File: config.mk
export PLATFORM = sky130hd
export DESIGN_NAME = slice_extract_pipe
export DESIGN_NICKNAME = d
export VERILOG_FILES = /design/src/rtl/slice_extract_pipe.sv
export SDC_FILE = /design/constraint.sdc
export NUM_CORES = 1
export LEC_CHECK = 0
export ABC_AREA = 1
export BUFFER_PORTS_ARGS = -buffer_cell sky130_fd_sc_hd__buf_2
export CORE_MARGIN = 1
export CORE_UTILIZATION = 30
export CTS_CLUSTER_SIZE = 25
export DETAILED_ROUTE_END_ITERATION = 7
export PLACE_DENSITY = 0.5
export SETUP_SLACK_MARGIN = 0.1
export SLEW_MARGIN = 15
export SYNTH_ARGS = -nofsm -noshare
export SYNTH_HDL_FRONTEND = slang
export SYNTH_SLANG_ARGS = --single-unit
File: constraint.sdc
create_clock -name clk -period 1.4 [get_ports clk]
set_input_delay 0.07 -clock clk [delete_from_list [all_inputs] [get_ports clk]]
set_output_delay 0.07 -clock clk [all_outputs]
set_load 0.1 [all_outputs]
File: src/rtl/slice_extract_pipe.sv
// slice_extract_pipe
// Registered, back-pressured bit-field extractor. Each accepted IN_W-bit word is
// reduced to the OUT_W-bit field that starts at a programmable offset. The field
// can optionally be bit-reversed. Results queue in a 2-entry FIFO, which gives
// full throughput under valid/ready flow control and leaves no combinational
// path from the input side to the output side.
module slice_extract_pipe #(
  parameter int IN_W       = 16,
  parameter int OUT_W      = 4,
  parameter int DEF_OFFSET = 4,
  parameter int CNT_W      = 16
) (
  input  logic                    clk,
  input  logic                    rst,
  input  logic                    cfg_we,
  input  logic [$clog2(IN_W)-1:0] cfg_offset,
  input  logic                    cfg_rev,
  output logic                    cfg_err,
  input  logic                    in_valid,
  output logic                    in_ready,
  input  logic [IN_W-1:0]         in_data,
  output logic                    out_valid,
  input  logic                    out_ready,
  output logic [OUT_W-1:0]        out_data,
  output logic [CNT_W-1:0]        beat_cnt
);

  localparam int OFF_W   = $clog2(IN_W);
  localparam int MAX_OFF = IN_W - OUT_W;  // highest offset that keeps the field inside the word

  // Configuration state
  logic [OFF_W-1:0] offset_q, offset_d;
  logic             rev_q, rev_d;
  logic             cfg_err_q, cfg_err_d;

  // Output FIFO: slot0 is always the head, slot1 holds the second word
  logic [1:0]       count_q, count_d;
  logic [OUT_W-1:0] slot0_q, slot0_d;
  logic [OUT_W-1:0] slot1_q, slot1_d;
  logic [CNT_W-1:0] beat_q, beat_d;

  logic [OUT_W-1:0] field_raw;
  logic [OUT_W-1:0] field;
  logic             push;
  logic             pop;

  // Configuration update with clamping of out-of-range offsets
  always_comb begin
    // NOTE: every always_comb output gets a default first, so no path leaves it unassigned and no latch is inferred.
    offset_d  = offset_q;
    rev_d     = rev_q;
    cfg_err_d = cfg_err_q;
    if (cfg_we) begin
      rev_d = cfg_rev;
      if (int'(cfg_offset) <= MAX_OFF) begin
        offset_d = cfg_offset;
      end else begin
        offset_d  = OFF_W'(MAX_OFF);
        cfg_err_d = 1'b1;
      end
    end
  end

  // Field extraction uses the registered config, so a same-cycle cfg_we applies to the next word
  always_comb begin
    field_raw = OUT_W'(in_data >> offset_q);
    field     = field_raw;
    if (rev_q) begin
      for (int i = 0; i < OUT_W; i++) begin
        field[i] = field_raw[OUT_W-1-i];
      end
    end
  end

  // Handshake decode. in_ready depends only on registered count and rst, never on out_ready
  always_comb begin
    in_ready  = ~rst & (count_q != 2'd2);
    out_valid = (count_q != 2'd0);
    out_data  = slot0_q;
    cfg_err   = cfg_err_q;
    beat_cnt  = beat_q;
    push      = in_valid & in_ready;
    pop       = out_valid & out_ready;
  end

  // FIFO next state and beat counter
  always_comb begin
    count_d = count_q;
    slot0_d = slot0_q;
    slot1_d = slot1_q;
    beat_d  = beat_q;
    if (push) begin
      beat_d = beat_q + CNT_W'(1);
    end
    unique case (count_q)
      2'd0: begin
        if (push) begin
          slot0_d = field;
          count_d = 2'd1;
        end
      end
      2'd1: begin
        unique case ({push, pop})
          2'b11: slot0_d = field;  // head leaves and the new word takes its place
          2'b10: begin
            slot1_d = field;
            count_d = 2'd2;
          end
          2'b01: count_d = 2'd0;
          default: ;
        endcase
      end
      2'd2: begin
        if (pop) begin
          slot0_d = slot1_q;
          count_d = 2'd1;
        end
      end
      default: count_d = 2'd0;
    endcase
  end

  // State registers with synchronous reset
  always_ff @(posedge clk) begin
    // NOTE: sequential state uses non-blocking assignments so every flop samples pre-edge values.
    if (rst) begin
      offset_q  <= OFF_W'(DEF_OFFSET);
      rev_q     <= 1'b0;
      cfg_err_q <= 1'b0;
      count_q   <= 2'd0;
      // NOTE: the data slots are reset too, because out_data must read 0 after reset; slot1 is reset only for determinism.
      slot0_q   <= '0;
      slot1_q   <= '0;
      beat_q    <= '0;
    end else begin
      offset_q  <= offset_d;
      rev_q     <= rev_d;
      cfg_err_q <= cfg_err_d;
      count_q   <= count_d;
      slot0_q   <= slot0_d;
      slot1_q   <= slot1_d;
      beat_q    <= beat_d;
    end
  end

endmodule

# [After elaboration in Yosys (flattened, before gate mapping)]
# Cells that the tools add are included.
[totals] mem_bits_ro=0 latchBits=0 register_bits=32 memories=0 ramBits=0 in_bits=26 elab_cells=42
[classes] add_sub_neg=1 reduce_logical=7 bitwise=5 n_mul=0 muxes=10 div=0 n_eq_ne=10 magnitude_cmp=1 n_shift=1
[ops] op="4-bit two-way mux" count=5
[ops] op="16-bit by 1-bit adder with 16-bit output, second input constant" count=1
[ops] op="16-bit by 4-bit right shift with 4-bit output" count=1
[ops] op="4-bit case mux with 3 select lines" count=1
[ops] op="2-bit equality test, second input constant" count=3
[ops] op="2-bit != test, second input constant" count=3
[ops] op="2-bit case mux with 3 select lines" count=1
[ops] op="2-bit by 1-bit equality test with 1-bit output, second input constant" count=2
[ops] op="4-bit <= comparator, second input constant" count=1
[ops] op="2-bit two-way mux" count=2
[ops] op="2-bit case mux with 2 select lines" count=1
[ops] op="2-bit AND reduction" count=2
[ops] op="4-bit AND reduction" count=1
[ops] op="1-bit bitwise AND" count=3
[ops] op="3-bit by 2-bit != test with 1-bit output, second input constant" count=1
[ops] op="3-bit AND reduction" count=1
[ops] op="3-bit nonzero test" count=1
[ops] op="2-bit zero test" count=1
[ops] op="2-bit by 1-bit != test with 1-bit output, second input constant" count=1
[ops] op="1-bit NOT" count=2
[ops] op="2-bit nonzero test" count=1

# [Logic depth before layout (Yosys ltp)]
[logic_depth] ltp_word=6 mapped_depth=12

# [Least setup slack after synthesis]
# Ideal clock, no wire load.
[synth_path] path_kind="register to register" startpoint="register beat_q[3] (netlist: beat_cnt[3])" endpoint="register beat_q[14] (netlist: beat_cnt[14])" slack_ns=-0.762 arrival_time_ns=2.031 setup_ns=0.131 stages_incl_launch_ff=8 path_buffers=0 cell_sequence="dfxtp_1 nand2_1 inv_1 nand4_1 nor2_4 nand3_2 nor3_1 nor3b_2"
[synth_between] elab_chain_cells=1
[synth_rtl] element="start, declared" line_no="40" rtl="logic [CNT_W-1:0] beat_q, beat_d;"
[synth_rtl] element="start signal, assigned" line_no="142" rtl="beat_q <= beat_d;"
[synth_rtl] element="16-bit by 1-bit adder with 16-bit output" line_no="93" rtl="beat_d = beat_q + CNT_W'(1);"
# Every way passes these cells.
# A chain may end at the register's enable or synchronous reset.

# [Worst setup path after layout]
[layout_path] startpoint="register offset_q[0]" endpoint="register slot1_q[3]"
[layout_between] elab_chain_cells=2
[layout_rtl] element="start, declared" line_no="32" rtl="logic [OFF_W-1:0] offset_q, offset_d;"
[layout_rtl] element="start signal, assigned" line_no="127" rtl="offset_q <= OFF_W'(DEF_OFFSET);"
[layout_rtl] element="start signal, assigned" line_no="136" rtl="offset_q <= offset_d;"
[layout_rtl] element="16-bit by 4-bit right shift with 4-bit output" line_no="66" rtl="field_raw = OUT_W'(in_data >> offset_q);"
[layout_rtl] element="4-bit two-way mux" line_no="68" rtl="if (rev_q) begin"
[layout_rtl] element="end signal, assigned" line_no="141" rtl="slot1_q <= slot1_d;"
[layout_rtl] element="end, declared" line_no="39" rtl="logic [OUT_W-1:0] slot1_q, slot1_d;"
# Every way passes these cells.

==> results.txt <==
The flow ran to the end, but the final reports show violations. The checks that failed: negative setup slack. Yosys mapped the design onto 37 distinct sky130hd cell types. The internal power came out at 1.761 mW.

The final global-route overflow total came out at 0. The clock buffer count from CTS is 5. The clock reaches the later pin of the worst-skew pair after 280 ps. The final core utilization is 0.4793.

The count of final hold-check violations came out at 0. The portion of the clock cycle consumed by the worst path in the final layout came out at 1.027. The core box area came out at 6756 um^2.

The register share of total power came out at 0.350. The number of placement rows came out at 30. The analysis attributes to cell leakage a power of 1.532 nW. In this run the worst hold path is classified as input port to register. The count of maximum capacitance violations is 0. The first TritonRoute pass finished after 4 iterations. The switching power summed over all nets came out at 1.034 mW. The final number of max-transition violations came out at 0. Summed over all instances, the cell type with the most area after synthesis is sky130_fd_sc_hd__dfxtp_1. The die covers 7320 um^2.

The I/O pin count came out at 49. The clock arrives with 3.323 ps of skew. STA puts the critical path data arrival time at 1620 ps.

Entering global routing, the biggest net connects 18 pins. The synthesized design contains 32 register bits. After clock tree synthesis, the clock-pin slew on the worst setup and hold paths is 70 ps. The overall via count from detail_route is 2312.

The clock share of power is 0.314. The required time at the worst-slack endpoint came out at 1590 ps. The overall die width came out at 85.56 um. Synthesis produced 323 cells. The initial antenna violation count was 0. The vertical extent of the die came out at 85.56 um. The area share of the largest cell type after synthesis came out at 0.3059. The area growth from synthesis to layout is 54.60%.

The wire length of the first global-routing pass came out at 9301 um. The final estimated routing congestion in global placement is 0.8326. After layout, the minimum clock period comes to 1438 ps. The share of the yosys chip area belonging to registers came out at 0.3059. STA classifies the critical path startpoint as a register. The instance area after placement is 2645 um^2.

The slack of the critical path came out at -37.79 ps. Dividing the detail-routed via count by the number of cells gives 4.817. The sum of net half-perimeters after detailed placement is 4058 um. The maximum fanout encountered on the critical timing path came out at 7.

The flop-to-flop setup slack is -40 ps. The share of total power in combinational logic came out at 0.336. The actual transition at the worst max-transition pin is 504.6 ps. The fraction of power spent switching nets came out at 0.3700. The count of port buffers added during placement came out at 48. For this run, the top clock speed supported by timing is 695.5 MHz. The critical path is of the register to register type. STA classifies the critical path endpoint as a register. The via count of the first global-routing pass came out at 2069. The worst vdd rail ir drop is 0.4650 mV. Across all hold checks on the routed design, the worst slack comes to 21.68 ps. TritonCTS built the clock tree. The overall fraction of global-route tracks in use is 0.1591.

The buffer levels on the longest clock path is 2. Setup repair after global routing could not meet its margin everywhere. The number of antenna diodes in the final layout is 0. The violation count after the first detailed-route iteration came out at 54. The ratio of cells with drive above 1 in the final layout came out at 0.4900.

The number of nets in the synthesized netlist is 353. After detailed routing, the average wire length per cell comes to 12.51 um. The root buffer cell chosen for the clock tree is sky130_fd_sc_hd__clkbuf_8. After detailed routing, the number of remaining DRC violations is 0. The total clock sinks came out at 32.

By area the synthesized netlist is led by sky130_fd_sc_hd__dfxtp_1 (31%), sky130_fd_sc_hd__nand2_1 (15%), sky130_fd_sc_hd__nand3_1 (9.1%). The max-slew headroom at the worst pin came out at 0.6659. The final setup violation count came out at 4. The mean instance size in the synthesized netlist came out at 6.485 um^2. The layout net count is 429. The area of the mapped netlist is 2095 um^2. The routed design has 6007 um of wire. The antenna violation net count after detailed routing is 0. The H-tree was split into 2 levels.

The area of all placed cells without fillers came out at 3238 um^2. The initial cell density of the core is 0.3100. The power per standard cell area is 863.3 nW/um^2. Yosys printed 0 warnings.
==> logic make-up (layout without fill, tap and decap cells) <==
group,after synthesis,count (layout),share of synthesized area
compound gates,64,64,0.1673
xor+xnor,3,3,0.01255
flops,32,32,0.3059
simple gates,166,166,0.3680
fa+ha+maj,4,4,0.02390
buf+inv,54,131,0.1225
==> final timing paths <==
path,start,endpoint,cells after the start
setup reg to reg,offset_q[0],slot1_q[3],10
setup / recovery,offset_q[0],slot1_q[3],10
hold reg to reg,cfg_err,cfg_err,2
hold / removal,cfg_offset[2],offset_q[2],3
==> layout by cell type (no fill, tap or decap), drive strengths merged, types with 4 or more instances in the layout <==
master  count
nand2      89
buf        77
inv        44
nand3      41
a21oi      32
dfxtp      32
nor2       25
o21ai      21
clkbuf      6
nand4       5
a211oi      4
ha          4
==> cell type report <==
class / count / area (um^2)
clock buffer: 5 / 68.82
clock inverter: 3 / 37.54
fill: 698 / 3518
inverter: 45 / 198.9
multi-input combinational: 237 / 1560
sequential: 32 / 706.9
tap: 80 / 100.1
timing repair buffer: 78 / 565.5
==> per-layer routing <==
layer	vias to the layer above	global-route usage	wire [um]
met5	-	0	0
met4	0	0.05606	57
met3	5	0.03176	188
met2	36	0.2640	3012
met1	1054	0.2058	2747
li1	1217	-	-
==> synth_stat cells, drive strengths merged <==
library cell,count
dfxtp,32
nor2,25
nor3b,1
o21ai,21
ha,4
nand2,89
clkinv,1
nand4,5
o211ai,2
xor2,2
a21oi,32
clkbuf,2
a21o,1
inv,44
a211oi,4
nand3b,1
and3,1
xnor2,1
o21bai,1
o21a,2
nor3,3
nand3,41
buf,7
a31oi,1
==> power by group through the flow <==
stage               clock, mW  combinational, mW  sequential [mW]
floorplan                   0              0.429             1.17
global placement            0              0.797            0.992
detailed placement          0              0.797            0.992
CTS                     0.907              0.852            0.973
global route            0.943               1.02            0.984
finish                  0.879              0.939            0.978
==> registers in the layout, indices dropped and copies added (netlist names) <==
register	cells
cfg_err	1
slot1_q	4
rev_q	1
out_data	4
offset_q	4
count_q	2
beat_cnt	16
==> timing repair <==
item,CTS,global route
cloned,0,1
pin swaps,4,28
gates resized for setup,24,57
hold endpoints to repair,0,0
setup endpoints to repair,13,23
hold buffers,0,0
setup buffers,5,14
==> critical path, cell delays in order, from the launching register on <==
cell,delay [ps]
sky130_fd_sc_hd__dfxtp_4,360
sky130_fd_sc_hd__buf_12,150
sky130_fd_sc_hd__buf_12,130
sky130_fd_sc_hd__nand2_1,70
sky130_fd_sc_hd__nand3_1,80
sky130_fd_sc_hd__nand3_1,120
sky130_fd_sc_hd__nand3_2,110
sky130_fd_sc_hd__nand3_2,90
sky130_fd_sc_hd__nand2_2,60
sky130_fd_sc_hd__o21ai_2,120
sky130_fd_sc_hd__inv_1,40
==> through the flow <==
stage               power (mW)  instances  setup WS, ps  TNS (ps)
finish                   2.795        480        -37.79    -87.09
global route             2.944        480        -127.9     -1214
detailed placement       1.789        452        -41.40    -81.34
CTS                      2.731        465       -0.8763   -0.8763
floorplan                1.599        323        -43.12    -83.92
global placement         1.790        452        -46.56    -72.36
(Power assumes the default switching activity.)
